--- src/rtl/mips_pkg.sv ---
//------------------------------------------------------------------------------
// mips_pkg : shared constants for the 5-stage MIPS core (control layout,
//            instruction field positions)
// Revision : 1.0  initial release
//------------------------------------------------------------------------------
`default_nettype none

package mips_pkg;

  localparam int CTRL_W = 9;

  localparam int CTRL_REGWRITE = 0;
  localparam int CTRL_MEMTOREG = 1;
  localparam int CTRL_MEMREAD  = 2;
  localparam int CTRL_MEMWRITE = 3;
  localparam int CTRL_BRANCH   = 4;
  localparam int CTRL_REGDST   = 5;
  localparam int CTRL_ALUSRC   = 6;
  localparam int CTRL_ALUOP    = 7;   // two bits: [CTRL_ALUOP+1:CTRL_ALUOP]

  localparam int INSTR_RS_LSB = 21;
  localparam int INSTR_RT_LSB = 16;
  localparam int INSTR_RD_LSB = 11;
  localparam int REG_IDX_W    = 5;

endpackage

`default_nettype wire

--- src/rtl/load_use_detect.sv ---
//------------------------------------------------------------------------------
// load_use_detect : combinational load-use hazard check between EX and ID
// Revision        : 1.0  initial release
//------------------------------------------------------------------------------
`default_nettype none

module load_use_detect (
  input  logic        ex_mem_read,
  input  logic [31:0] ex_rt,
  input  logic [4:0]  id_rs,
  input  logic [4:0]  id_rt,
  input  logic        id_flush,
  output logic        stall
);

  logic [31:0] id_rs_ext;
  logic [31:0] id_rt_ext;

  assign id_rs_ext = {27'd0, id_rs};
  assign id_rt_ext = {27'd0, id_rt};

  // A pending flush already discards the ID instruction, so no stall is needed.
  assign stall = ex_mem_read && (ex_rt != 32'd0) &&
                 ((ex_rt == id_rs_ext) || (ex_rt == id_rt_ext)) && !id_flush;

endmodule

`default_nettype wire

--- src/rtl/id_ex_stage.sv ---
//------------------------------------------------------------------------------
// id_ex_stage : ID/EX pipeline register with load-use stall / bubble insertion.
//               Optional stall counter enabled by defining STALL_COUNT_EN.
// Revision    : 1.0  initial release
//------------------------------------------------------------------------------
`default_nettype none

module id_ex_stage #(
  parameter int CTRL_W = 9
) (
  input  logic              clk,
  input  logic              rst,
  input  logic [31:0]       IF_ID_Instr,
  input  logic [31:0]       ID_RegData1,
  input  logic [31:0]       ID_RegData2,
  input  logic [31:0]       ID_SignExt,
  input  logic [CTRL_W-1:0] ID_Ctrl,
  input  logic              ID_Flush,
  output logic              PCWrite,
  output logic              IF_ID_Write,
  output logic              Stall,
  output logic [CTRL_W-1:0] ID_EX_Ctrl,
  output logic              ID_EX_RegWrite,
  output logic              ID_EX_MemRead,
  output logic [31:0]       ID_EX_Data1,
  output logic [31:0]       ID_EX_Data2,
  output logic [31:0]       ID_EX_Imm,
  output logic [31:0]       ID_EX_Rs,
  output logic [31:0]       ID_EX_Rt,
  output logic [31:0]       ID_EX_Rd
`ifdef STALL_COUNT_EN
  ,
  output logic [31:0]       StallCount
`endif
);

  import mips_pkg::*;

  logic [4:0]        id_rs;
  logic [4:0]        id_rt;
  logic [4:0]        id_rd;
  logic              stall;

  logic [CTRL_W-1:0] ctrl_d,  ctrl_q;
  logic [31:0]       data1_d, data1_q;
  logic [31:0]       data2_d, data2_q;
  logic [31:0]       imm_d,   imm_q;
  logic [4:0]        rs_d,    rs_q;
  logic [4:0]        rt_d,    rt_q;
  logic [4:0]        rd_d,    rd_q;

  logic              unused_instr_bits;

  assign id_rs = IF_ID_Instr[INSTR_RS_LSB +: REG_IDX_W];
  assign id_rt = IF_ID_Instr[INSTR_RT_LSB +: REG_IDX_W];
  assign id_rd = IF_ID_Instr[INSTR_RD_LSB +: REG_IDX_W];
  assign unused_instr_bits = ^{IF_ID_Instr[31:26], IF_ID_Instr[10:0]};

  load_use_detect u_load_use_detect (
    .ex_mem_read (ID_EX_MemRead),
    .ex_rt       (ID_EX_Rt),
    .id_rs       (id_rs),
    .id_rt       (id_rt),
    .id_flush    (ID_Flush),
    .stall       (stall)
  );

  assign Stall       = stall;
  assign PCWrite     = !stall;
  assign IF_ID_Write = !stall;

  // Flush and stall both load an all-zero bubble, indices included, so the
  // forwarding unit never matches on it.
  always_comb begin
    ctrl_d  = ID_Ctrl;
    data1_d = ID_RegData1;
    data2_d = ID_RegData2;
    imm_d   = ID_SignExt;
    rs_d    = id_rs;
    rt_d    = id_rt;
    rd_d    = id_rd;
    if (ID_Flush || stall) begin
      ctrl_d  = '0;
      data1_d = '0;
      data2_d = '0;
      imm_d   = '0;
      rs_d    = '0;
      rt_d    = '0;
      rd_d    = '0;
    end
  end

  always_ff @(posedge clk) begin
    if (rst) begin
      ctrl_q  <= '0;
      data1_q <= '0;
      data2_q <= '0;
      imm_q   <= '0;
      rs_q    <= '0;
      rt_q    <= '0;
      rd_q    <= '0;
    end else begin
      ctrl_q  <= ctrl_d;
      data1_q <= data1_d;
      data2_q <= data2_d;
      imm_q   <= imm_d;
      rs_q    <= rs_d;
      rt_q    <= rt_d;
      rd_q    <= rd_d;
    end
  end

  assign ID_EX_Ctrl     = ctrl_q;
  assign ID_EX_RegWrite = ctrl_q[CTRL_REGWRITE];
  assign ID_EX_MemRead  = ctrl_q[CTRL_MEMREAD];
  assign ID_EX_Data1    = data1_q;
  assign ID_EX_Data2    = data2_q;
  assign ID_EX_Imm      = imm_q;
  assign ID_EX_Rs       = {27'd0, rs_q};
  assign ID_EX_Rt       = {27'd0, rt_q};
  assign ID_EX_Rd       = {27'd0, rd_q};

`ifdef STALL_COUNT_EN
  logic [31:0] stall_cnt_d, stall_cnt_q;

  always_comb begin
    stall_cnt_d = stall_cnt_q;
    if (stall && (stall_cnt_q != 32'hFFFF_FFFF)) begin
      stall_cnt_d = stall_cnt_q + 32'd1;
    end
  end

  always_ff @(posedge clk) begin
    if (rst) begin
      stall_cnt_q <= '0;
    end else begin
      stall_cnt_q <= stall_cnt_d;
    end
  end

  assign StallCount = stall_cnt_q;
`endif

endmodule

`default_nettype wire

--- config.mk ---
export PLATFORM = sky130hd
export DESIGN_NAME = id_ex_stage
export DESIGN_NICKNAME = d
export VERILOG_FILES = /design/src/rtl/mips_pkg.sv /design/src/rtl/load_use_detect.sv /design/src/rtl/id_ex_stage.sv
export SDC_FILE = /design/constraint.sdc
export NUM_CORES = 1
export LEC_CHECK = 0
export ABC_CLOCK_PERIOD_IN_PS = 2400
export CAP_MARGIN = 15
export CORE_AREA = 2 2 135 137
export DETAILED_ROUTE_END_ITERATION = 8
export DIE_AREA = 0 0 137 139
export MAX_ROUTING_LAYER = met4
export PLACE_DENSITY = 0.66
export SLEW_MARGIN = 20
export SYNTH_ARGS = -nofsm -noshare
export SYNTH_HDL_FRONTEND = slang
export SYNTH_SLANG_ARGS = --single-unit
export TNS_END_PERCENT = 30
--- constraint.sdc ---
create_clock -name clk -period 2.4 [get_ports clk]
set_input_delay 0.24 -clock clk [delete_from_list [all_inputs] [get_ports clk]]
set_output_delay 0.24 -clock clk [all_outputs]
set_load 0.1 [all_outputs]
==> summary.md <==
| Metric | Value |
|---|---|
| Status | `finished clean` |
| Reg area | `2420 µm²` |
| First-pass GRT wire length | `19.4 mm` |
| Placed wire-length estimate | `between 9 and 10 mm` |
| Wire per inst | `13.7 µm` |
| N_diodes | `0` |
| Vias per cell | `between 4 and 5` |
| Slowest-stage cell, CP | `or4_1` |
| Hold Vio Cnt, Final | `0` |
| Clock transition at path regs | `approximately 0.060 ns` |
| Grt ovf | `0` |
| Yosys cell types | `17` |
| Buf/Inv on CP | `1` |
| Area share of the largest cell type after synthesis | `50.4%` |
| Num CTS Buffers | `17` |
| Count leader, synth | `nand2_1` |
| HP Class | `in2reg` |
| Worst EP arrival | `~2.0 ns` |
| GP Congestion | `0.737` |
| Max Transition Viols Final | `0` |
| Placed Cells | `between 900 and 1000` |
| CTS tree | `yes` |
| Layout cell share with drive strength beyond 1 | `between 30% and 40%` |
| Setup Skew | `between 0.01 and 0.015 ns` |
| Die Area | `19000 µm²` |
| Largest area contributor in the netlist | `dfxtp_1` |
| Worst Tran Pin Value | `~0.84 ns` |
| Initial antenna violation count | `0` |
| Setup Buffers After CTS | `0` |
| Post-synthesis cell area | `4770 µm²` |
| Fin crit period | `between 2 and 2.5 ns` |
| RSZ-0062 raised after global routing | `false` |
| Worst vdd ir | `~0.00045 V` |
| Pwr dens | `887 nW/µm²` |
| Die H | `139 µm` |
| Syn. warnings | `0` |
| Crit share post-route | `about 94%` |
| EDFF count, synth | `0` |
| Max-slew headroom | `roughly 44%` |
| Vias | `about 4000` |
| Sequential fraction of the synthesis area | `a little over 50%` |
| Initial core utilization | `between 20% and 30%` |
| Port bufs | `~250` |
| Largest net degree at the start of global routing | `86` |
| Vias in the first global route | `around 3700` |
| Fmax achieved | `446 MHz` |
| Post-DRT Antenna Nets | `0` |
| Post-synthesis async set-or-reset flop share | `0%` |
| Worst path required time | `between 2 and 2.5 ns` |
| Post-Synthesis Cells | `roughly 510` |
| CTS Sinks | `120` |
| Final wirelength | `13.4 mm` |
| Max-Cap Viols | `0` |
| Synth top area cells | `dfxtp_1 (50%), a21oi_2 (15%), buf_4 (13%), nand2_1 (9.6%), a21oi_1 (4.3%)` |
| I/O Pins | `about 350` |
| Multi-input gate area | `1830 µm²` |
| Setup violators final | `0` |
| Drt pass-1 iters | `6` |
| Leak Pwr | `3.25 nW` |
| Clk buf depth | `2` |
| CTS H-tree depth | `4` |
| Fillers | `around 1800` |
| Syn Area/Cell | `around 9.4 µm²` |
| Max incr delay on CP | `between 0.5 and 0.6 ns` |
| Synth Register Bits | `120` |
| CP Max Fanout | `6` |
| CP Launch Type | `register` |
| GRT Total Usage | `between 10% and 20%` |
| Fin nets | `slightly below 900` |
| Final Util | `around 43%` |
| Floorplan row count | `49` |
| Die W | `137 µm` |
| Critical Path End Type | `output port` |
| DRC errors left | `0` |
| Core Region | `approximately 18000 µm²` |
| Root buf cell | `clkbuf_16` |
| Dominant synthesized flop cell | `dfxtp_1` |
| Area grow syn2layout | `58.3%` |
| Crit path kind | `reg2out` |
| PostCTS Resize Cnt | `0` |
| Worst-skew pair later-pin latency | `0.41 ns` |
| Crit path cell chain | `or4_1, o21a_4, nand3b_1, buf_12` |
| CTS Hold Buffers Added | `0` |
| Synth cell count leaders | `nand2_1 (122), dfxtp_1 (120), buf_4 (84)` |
| Initial DRC count | `roughly 130` |
| Layout Cells excl Fill | `slightly below 1000` |
| CP delay by family, top | `simple AND/OR/NAND/NOR gates` |
==> routing by layer <==
| layer | up-vias | share of wire, % | GRT usage, % |
|---|---|---|---|
| li1 | 1922 | - | - |
| met1 | 1797 | 39 | 15.4 |
| met2 | 229 | 48 | 22.6 |
| met3 | 17 | 11 | 4.46 |
| met4 | 0 | 1.6 | 5.43 |
| met5 | - | 0 | - |
==> area by class of cell <==
type / instances / share of cell area [%]
repair buffers: 258 / 31.2
clock buffers: 18 / 5.82
multi-input cells: 341 / 24.2
flip-flops and latches: 120 / 32.1
clock inverters: 13 / 2.90
well taps: 229 / 3.80
==> tightest hold or removal path, cell delays in order <==
cell and delay (ns):
clkdlybuf4s50_1 0.40, nand2_1 0.06, a21oi_1 0.03
==> power breakdown <==
part | internal [mW] | switching, mW | total, mW
Combinational | 0.361 | 1.39 | 1.75
Sequential | 2.07 | 0.0287 | 2.10
Clock | 1.88 | 0.965 | 2.85
==> kinds of logic (layout without fill, tap and decap cells) <==
logic type / after synthesis / after routing / synth area share [%]
AO/OA/AOI/OAI: 122 / 122 / 19.1
AND/OR/NAND/NOR: 128 / 128 / 10.4
XOR/XNOR: 10 / 10 / 1.84
other: 1 / 81 / 0.0786
flip-flops: 120 / 120 / 50.4
buffers and inverters: 124 / 289 / 18.2
==> stage by stage <==
step	cell area (µm²)	power, mW	hold WS [ns]	setup slack, ns	setup TNS [ns]
6_report	7550	6.70	0.355	0.156	0
5_1_grt	7550	6.92	0.351	0.0778	0
4_1_cts	7550	6.78	0.333	0.111	0
3_5_place_dp	6890	3.90	0.735	0.282	0
3_3_place_gp	6890	3.90	0.735	0.266	0
2_1_floorplan	5110	3.60	0.346	-0.440	-0.611
==> registers in the layout (all words and copies together), names as in the netlist <==
register     count
ID_EX_Data2     32
rt_q             5
ID_EX_Imm       32
rs_q             5
rd_q             5
ID_EX_Data1     32
ID_EX_Ctrl       9
==> layout by cell type (no fill, tap or decap), types with 2 or more instances in the layout <==
cell and n:
buf_4 127, nand2_1 122, clkdlybuf4s50_1 122, dfxtp_1 114, conb_1 81, a21oi_2 79, a21oi_1 41, clkbuf_16 17
xnor2_1 10, buf_12 9, bufinv_16 5, dfxtp_4 5, clkinv_4 4, nand3_1 2
==> worst paths after layout <==
| kind | start | endpoint | slack, ns | cells past startpoint |
|---|---|---|---|---|
| min reg2reg | ID_EX_Ctrl[2]$_SDFF_PP0_ | ID_EX_Data2[31]$_SDFF_PP0_ | 0.87 | 3 |
| max reg2reg | rt_q[1]$_SDFF_PP0_ | ID_EX_Imm[8]$_SDFF_PP0_ | 0.45 | 4 |
| max | rt_q[1]$_SDFF_PP0_ | PCWrite | 0.16 | 4 |
| min | ID_SignExt[6] | ID_EX_Imm[6]$_SDFF_PP0_ | 0.35 | 3 |
Power figures use the tool's default switching activity.
